### config.mk
export PLATFORM = sky130hd
export DESIGN_NAME = network_controller
export DESIGN_NICKNAME = d
export VERILOG_FILES = /design/src/rtl/network_controller.sv
export SDC_FILE = /design/constraint.sdc
export NUM_CORES = 1
export LEC_CHECK = 0
export ABC_AREA = 1
export BUFFER_PORTS_ARGS = -buffer_cell sky130_fd_sc_hd__buf_2
export CAP_MARGIN = 20
export CORE_UTILIZATION = 57
export DETAILED_ROUTE_END_ITERATION = 12
export PLACE_DENSITY = 0.84
export SYNTH_ARGS = -nofsm -noshare
export SYNTH_HDL_FRONTEND = slang
export SYNTH_SLANG_ARGS = --single-unit
### constraint.sdc
create_clock -name clk -period 3.05 [get_ports clk]
set_clock_uncertainty 0.05 [all_clocks]
set_input_delay 0.4575 -clock clk [delete_from_list [all_inputs] [get_ports clk]]
set_output_delay 0.4575 -clock clk [all_outputs]
set_load 0.02 [all_outputs]
### src/rtl/network_controller.sv
// Sequencing controller for the two-layer digit-recognizer datapath: buffers the
// image, fetches weights/biases from flash, drives the external MAC and fills sigmoid memory.
module network_controller #(
  parameter int N_IN  = 16,
  parameter int N_HID = 16,
  parameter int N_OUT = 10
) (
  input  logic        clk,
  input  logic        n_rst,
  input  logic        write_en,
  input  logic [7:0]  pixel_data1,
  input  logic [7:0]  pixel_data2,
  input  logic [15:0] flashData_out,
  input  logic [3:0]  sigmoidData_out,
  input  logic [3:0]  ALUOutput,
  output logic        data_ready,
  output logic        shift_network,
  output logic        flash_ready,
  output logic [15:0] flash_address,
  output logic        network_done,
  output logic [3:0]  sigmoidData_in,
  output logic [4:0]  sigmoid_address,
  output logic        sigmoid_write_en,
  output logic [3:0]  weight1,
  output logic [3:0]  weight2,
  output logic [3:0]  weight3,
  output logic [3:0]  weight4,
  output logic [3:0]  bias,
  output logic [3:0]  input1,
  output logic [3:0]  input2,
  output logic [3:0]  input3,
  output logic [3:0]  input4,
  output logic        clear,
  output logic        accumulate
);
  localparam int          GROUPS  = N_IN / 4;
  localparam int          GW      = (GROUPS > 1) ? $clog2(GROUPS) : 1;
  localparam int          KW      = $clog2(N_IN);
  localparam int          NW      = $clog2(N_HID);
  localparam logic [15:0] STRIDE  = 16'(GROUPS + 1);
  localparam logic [15:0] L2_BASE = 16'((GROUPS + 1) * N_HID);

  typedef enum logic [3:0] {
    IDLE, RECEIVE, CLEAR, FETCH, ACC, FETCH_BIAS, WRITE, COPY, DONE
  } state_t;

  state_t        state, state_next;
  logic [3:0]    buffer [N_IN];
  logic [GW-1:0] beat, group;
  logic [NW-1:0] neuron;
  logic [KW-1:0] copy_idx;
  logic          layer2;
  logic [15:0]   row_base;
  logic          last_beat, last_group, last_neuron, last_copy;

  assign last_beat   = (beat == GW'(GROUPS - 1));
  assign last_group  = (group == GW'(GROUPS - 1));
  assign last_copy   = (copy_idx == KW'(N_IN - 1));
  assign last_neuron = layer2 ? (neuron == NW'(N_OUT - 1)) : (neuron == NW'(N_HID - 1));
  // Each neuron owns GROUPS weight words followed by one bias word.
  assign row_base    = (layer2 ? L2_BASE : 16'd0) + 16'(neuron) * STRIDE;

  always_ff @(posedge clk or posedge n_rst) begin
    if (n_rst) state <= IDLE;
    else       state <= state_next;
  end

  always_comb begin
    state_next       = state;
    data_ready       = 1'b0;
    shift_network    = 1'b0;
    flash_ready      = 1'b0;
    flash_address    = '0;
    network_done     = 1'b0;
    sigmoidData_in   = '0;
    sigmoid_address  = '0;
    sigmoid_write_en = 1'b0;
    weight1          = '0;
    weight2          = '0;
    weight3          = '0;
    weight4          = '0;
    bias             = '0;
    input1           = '0;
    input2           = '0;
    input3           = '0;
    input4           = '0;
    clear            = 1'b0;
    accumulate       = 1'b0;
    unique case (state)
      IDLE, DONE, RECEIVE: begin
        data_ready   = 1'b1;
        network_done = (state == DONE);
        if (write_en) begin
          shift_network = 1'b1;
          state_next    = last_beat ? CLEAR : RECEIVE;
        end
      end
      CLEAR: begin
        clear      = 1'b1;
        state_next = FETCH;
      end
      FETCH: begin
        flash_ready   = 1'b1;
        flash_address = row_base + 16'(group);
        state_next    = ACC;
      end
      ACC: begin
        weight1    = flashData_out[15:12];
        weight2    = flashData_out[11:8];
        weight3    = flashData_out[7:4];
        weight4    = flashData_out[3:0];
        input1     = buffer[{group, 2'd0}];
        input2     = buffer[{group, 2'd1}];
        input3     = buffer[{group, 2'd2}];
        input4     = buffer[{group, 2'd3}];
        accumulate = 1'b1;
        state_next = last_group ? FETCH_BIAS : FETCH;
      end
      FETCH_BIAS: begin
        flash_ready   = 1'b1;
        flash_address = row_base + STRIDE - 16'd1;
        state_next    = WRITE;
      end
      WRITE: begin
        bias             = flashData_out[3:0];
        sigmoid_write_en = 1'b1;
        sigmoidData_in   = ALUOutput;
        sigmoid_address  = layer2 ? 5'(N_HID) + 5'(neuron) : 5'(neuron);
        if (!last_neuron) state_next = CLEAR;
        else              state_next = layer2 ? DONE : COPY;
      end
      COPY: begin
        sigmoid_address = 5'(copy_idx);
        if (last_copy) state_next = CLEAR;
      end
      default: state_next = IDLE;
    endcase
  end

  always_ff @(posedge clk or posedge n_rst) begin
    if (n_rst) begin
      buffer   <= '{default: '0};
      beat     <= '0;
      group    <= '0;
      neuron   <= '0;
      copy_idx <= '0;
      layer2   <= 1'b0;
    end else begin
      case (state)
        IDLE, DONE, RECEIVE: begin
          if (write_en) begin
            buffer[{beat, 2'd0}] <= pixel_data1[7:4];
            buffer[{beat, 2'd1}] <= pixel_data1[3:0];
            buffer[{beat, 2'd2}] <= pixel_data2[7:4];
            buffer[{beat, 2'd3}] <= pixel_data2[3:0];
            beat <= last_beat ? '0 : beat + GW'(1);
            if (last_beat) begin
              layer2 <= 1'b0;
              neuron <= '0;
            end
          end
        end
        CLEAR: group <= '0;
        ACC: if (!last_group) group <= group + GW'(1);
        WRITE: begin
          if (last_neuron) begin
            neuron   <= '0;
            copy_idx <= '0;
          end else begin
            neuron <= neuron + NW'(1);
          end
        end
        // Hidden activations become the layer-2 input vector.
        COPY: begin
          buffer[copy_idx] <= sigmoidData_out;
          copy_idx         <= copy_idx + KW'(1);
          if (last_copy) begin
            layer2 <= 1'b1;
            neuron <= '0;
          end
        end
        default: ;
      endcase
    end
  end
endmodule

==> results.yml <==
final_layout:
  mostFrequentLayoutCells: "nand2_1 (311), nor2_1 (118), nand3_1 (112)"
  fillers: 901
  footprint_of_the_multi_input_gates_um2: 3390
  antennaDiodeCount: 0
  register_area_um2: 2030
  area.growth.synth_to_final_pct: 15.2
  final_nets: 1087
  layout_commonest_cell: "nand2_1"
  post-route-util_pct: 68.5
  final_cell_area_excluding_filler_cells_um2: 6760
  drive_gt1_share_pct: 16.4
grt:
  grt-ovfl-total: 0
  grt_pass1_wl_um: 27700
  first_global_vias: 5844
  grtUsageTotal_pct: 34.3
  grt_max_degree: 42
  antenna_found_initial: 0
worst_setup_path:
  critical_path_buf_inv_count: 2
  timing.critical_path.from: "neuron[1]"
  r2r_setup_slack_ps: 890
  r2r-start: "state[3]"
  timing.critical_path.max_delay_family: "adder cells"
  endpoint_kind: "output port"
  worst-setup-path-type: "reg -> out"
  worst-path-stages: 12
  start_kind: "flop"
  crit_path_end: "flash_address[7]"
  cp.arrival_ps: 2820
  worstReg2RegEnd: "buffer[30]"
  worst-path-max-fanout: 3
  cp_data_required_time_ps: 2540
  logic_depth_of_the_worst_register_to_register_path: 7
  crit_path_cell_trace: "ha_2, fa_1, ha_2, fa_2, nand2_2, inv_2, nand4_1, nor2_1, nor2_1, nand2_1, nand2_1, buf_6"
  critPathSlowestCell: "fa_2"
  crit_path_max_incr_delay_ps: 550
place:
  post_detailed_placement_half_perimeter_wirelength_um: 12800
  place_congestion: 0.958
  io_buffers: 103
  pre_cts_ws_ps: -35.7
  postPlaceCellArea_um2: 6480
logic_synthesis:
  number_of_synthesized_flops_with_an_enable_pin: 0
  synth-async-reset-ratio_pct: 100
  synthCells: 928
  postSynthAreaPerCell_um2: 6.32
  synth-main-ff-cell: "dfrtp_1"
  synthesis_stage_register_bit_count: 81
  synth-warning-count: 0
  ys_seq_area_share_pct: 34.5
  yosys.cell_types.count: 29
  synthesized_area_um2: 5870
pwr:
  power.density_cell_area_nw_per_um2: 797
  total_leakage_power_uw: 0.00367
  power.ir.vdd_worst_uv: 520
min_path:
  holdCritPathClass: "in -> async"
clock_network:
  cts_tree: "yes"
  clock-root-buffer: "clkbuf_8"
  post_cts_hold_buffer_count: 0
  cts_buf_count: 9
  cts_h_tree_depth: 3
  path_clk_slew_ps: 80
  insertion_delay_ps: 360
  cts_num_sinks: 81
  cts_max_path_buffers: 2
route:
  detailroute.via_count: 6535
  met2_length_um: 7900
  viasPerCell: 5.63
  route.detailed.drc: 0
  finalWirelength_um: 17800
  top_layer_used: "met4"
  route.antenna.remaining_nets: 0
  detailedRoute.firstPassIterationCount: 5
  routed_wire_length_per_instance_um: 15.3
  m1WireLength_um: 7370
  route.met3.wl_um: 2000
  detail_route.iter0.violations: 618
outcome:
  failed_checks: "negative setup slack"
  outcome: "complete, but fails checks"
die:
  die_h_um: 103
  dieWidth_um: 103
  initial_utilization_pct: 59.5
  die_area_um2: 10700
  core_area_um2: 9860
  rows: 36
  io_pins: 111
timing:
  final_hold_viol_count: 0
  grt_setup_unrepaired: "true"
  min_period_over_period_pct: 109
  tightest_slew_ps: 704
  period_minus_slack_ps: 3330
  final_count_of_pins_violating_max_slew: 0
  layout_setup_ws_ps: -276
  relSlewSlack_pct: 53.0
  report.final.setup_viol: 4
  fmax_mhz: 301
flow_run:
  number_of_violations_of_the_max_capacitance_limit: 0
flip-flops by register name (all words and copies together) (netlist names):
signal    count
neuron        4
layer2        1
copy_idx      4
beat          2
group         2
buffer       64
state         4
power breakdown:
part / switching (uW) / internal (uW)
combinational: 1990 / 940
sequential: 255 / 1420
clock: 408 / 375
total: 2650 / 2740
synth_stat cells (all sizes together) (3+ instances only):
master | n | area, um2
a21oi | 18 | 90.1
buf | 30 | 168
clkbuf | 17 | 63.8
dfrtp | 81 | 2030
fa | 3 | 60.1
ha | 18 | 225
inv | 72 | 270
nand2 | 319 | 1210
nand3 | 112 | 561
nand4 | 6 | 37.5
nor2 | 124 | 488
nor3 | 3 | 15.0
o21ai | 110 | 551
o22ai | 7 | 43.8
stage by stage:
step                setup TNS (ps)  instances  total power, uW  hold slack, ps
global placement                 0       1140             4390             406
CTS                          -1080       1159             5270             151
detailed placement           -35.7       1140             4460             410
finish                        -919       1161             5390             124
global route                 -1350       1161             5810             195
floorplan                        0        934             3670             394
metal layers:
| layer | vias to the layer above | track usage [%] |
|---|---|---|
| met5 | - | 0 |
| met1 | 2927 | 47.7 |
| met2 | 387 | 53.1 |
| met3 | 47 | 5.98 |
| met4 | 0 | 14.3 |
| li1 | 3174 | - |
cell type report:
cell class	count	area share, %
timing repair buffer	125	10.5
clock buffer	10	1.89
tap	133	2.46
inverter	73	4.07
clock inverter	6	0.870
sequential	81	30.0
multi-input combinational	733	50.2
kinds of logic (layout without fill, tap and decap cells):
logic type / count (synthesis) / count (layout) / share of synthesized area (%)
compound gates: 137 / 137 / 11.9
xor+xnor: 1 / 1 / 0.149
other cells: 1 / 7 / 0.0639
simple gates: 567 / 567 / 39.8
buf+inv: 120 / 214 / 8.62
flops: 81 / 81 / 34.5
fa+ha+maj: 21 / 21 / 4.86
how the worst min path moves through the flow:
stage	from	end	slack, ps	cells past startpoint
floorplan	buffer[43]	buffer[43]	390	2
CTS	n_rst	buffer[11]	150	2
global route	n_rst	buffer[55]	190	2
detailed placement	buffer[3]	buffer[3]	410	2
finish	n_rst	buffer[33]	120	2
global placement	buffer[47]	buffer[47]	410	2
repair_timing:
item,4_1_cts,5_1_grt
endpoints found under the setup margin,4,4
gates resized for setup,13,12
buffers inserted,3,2
pin swaps,5,4
Note: power is estimated with default switching activity, not from simulation.
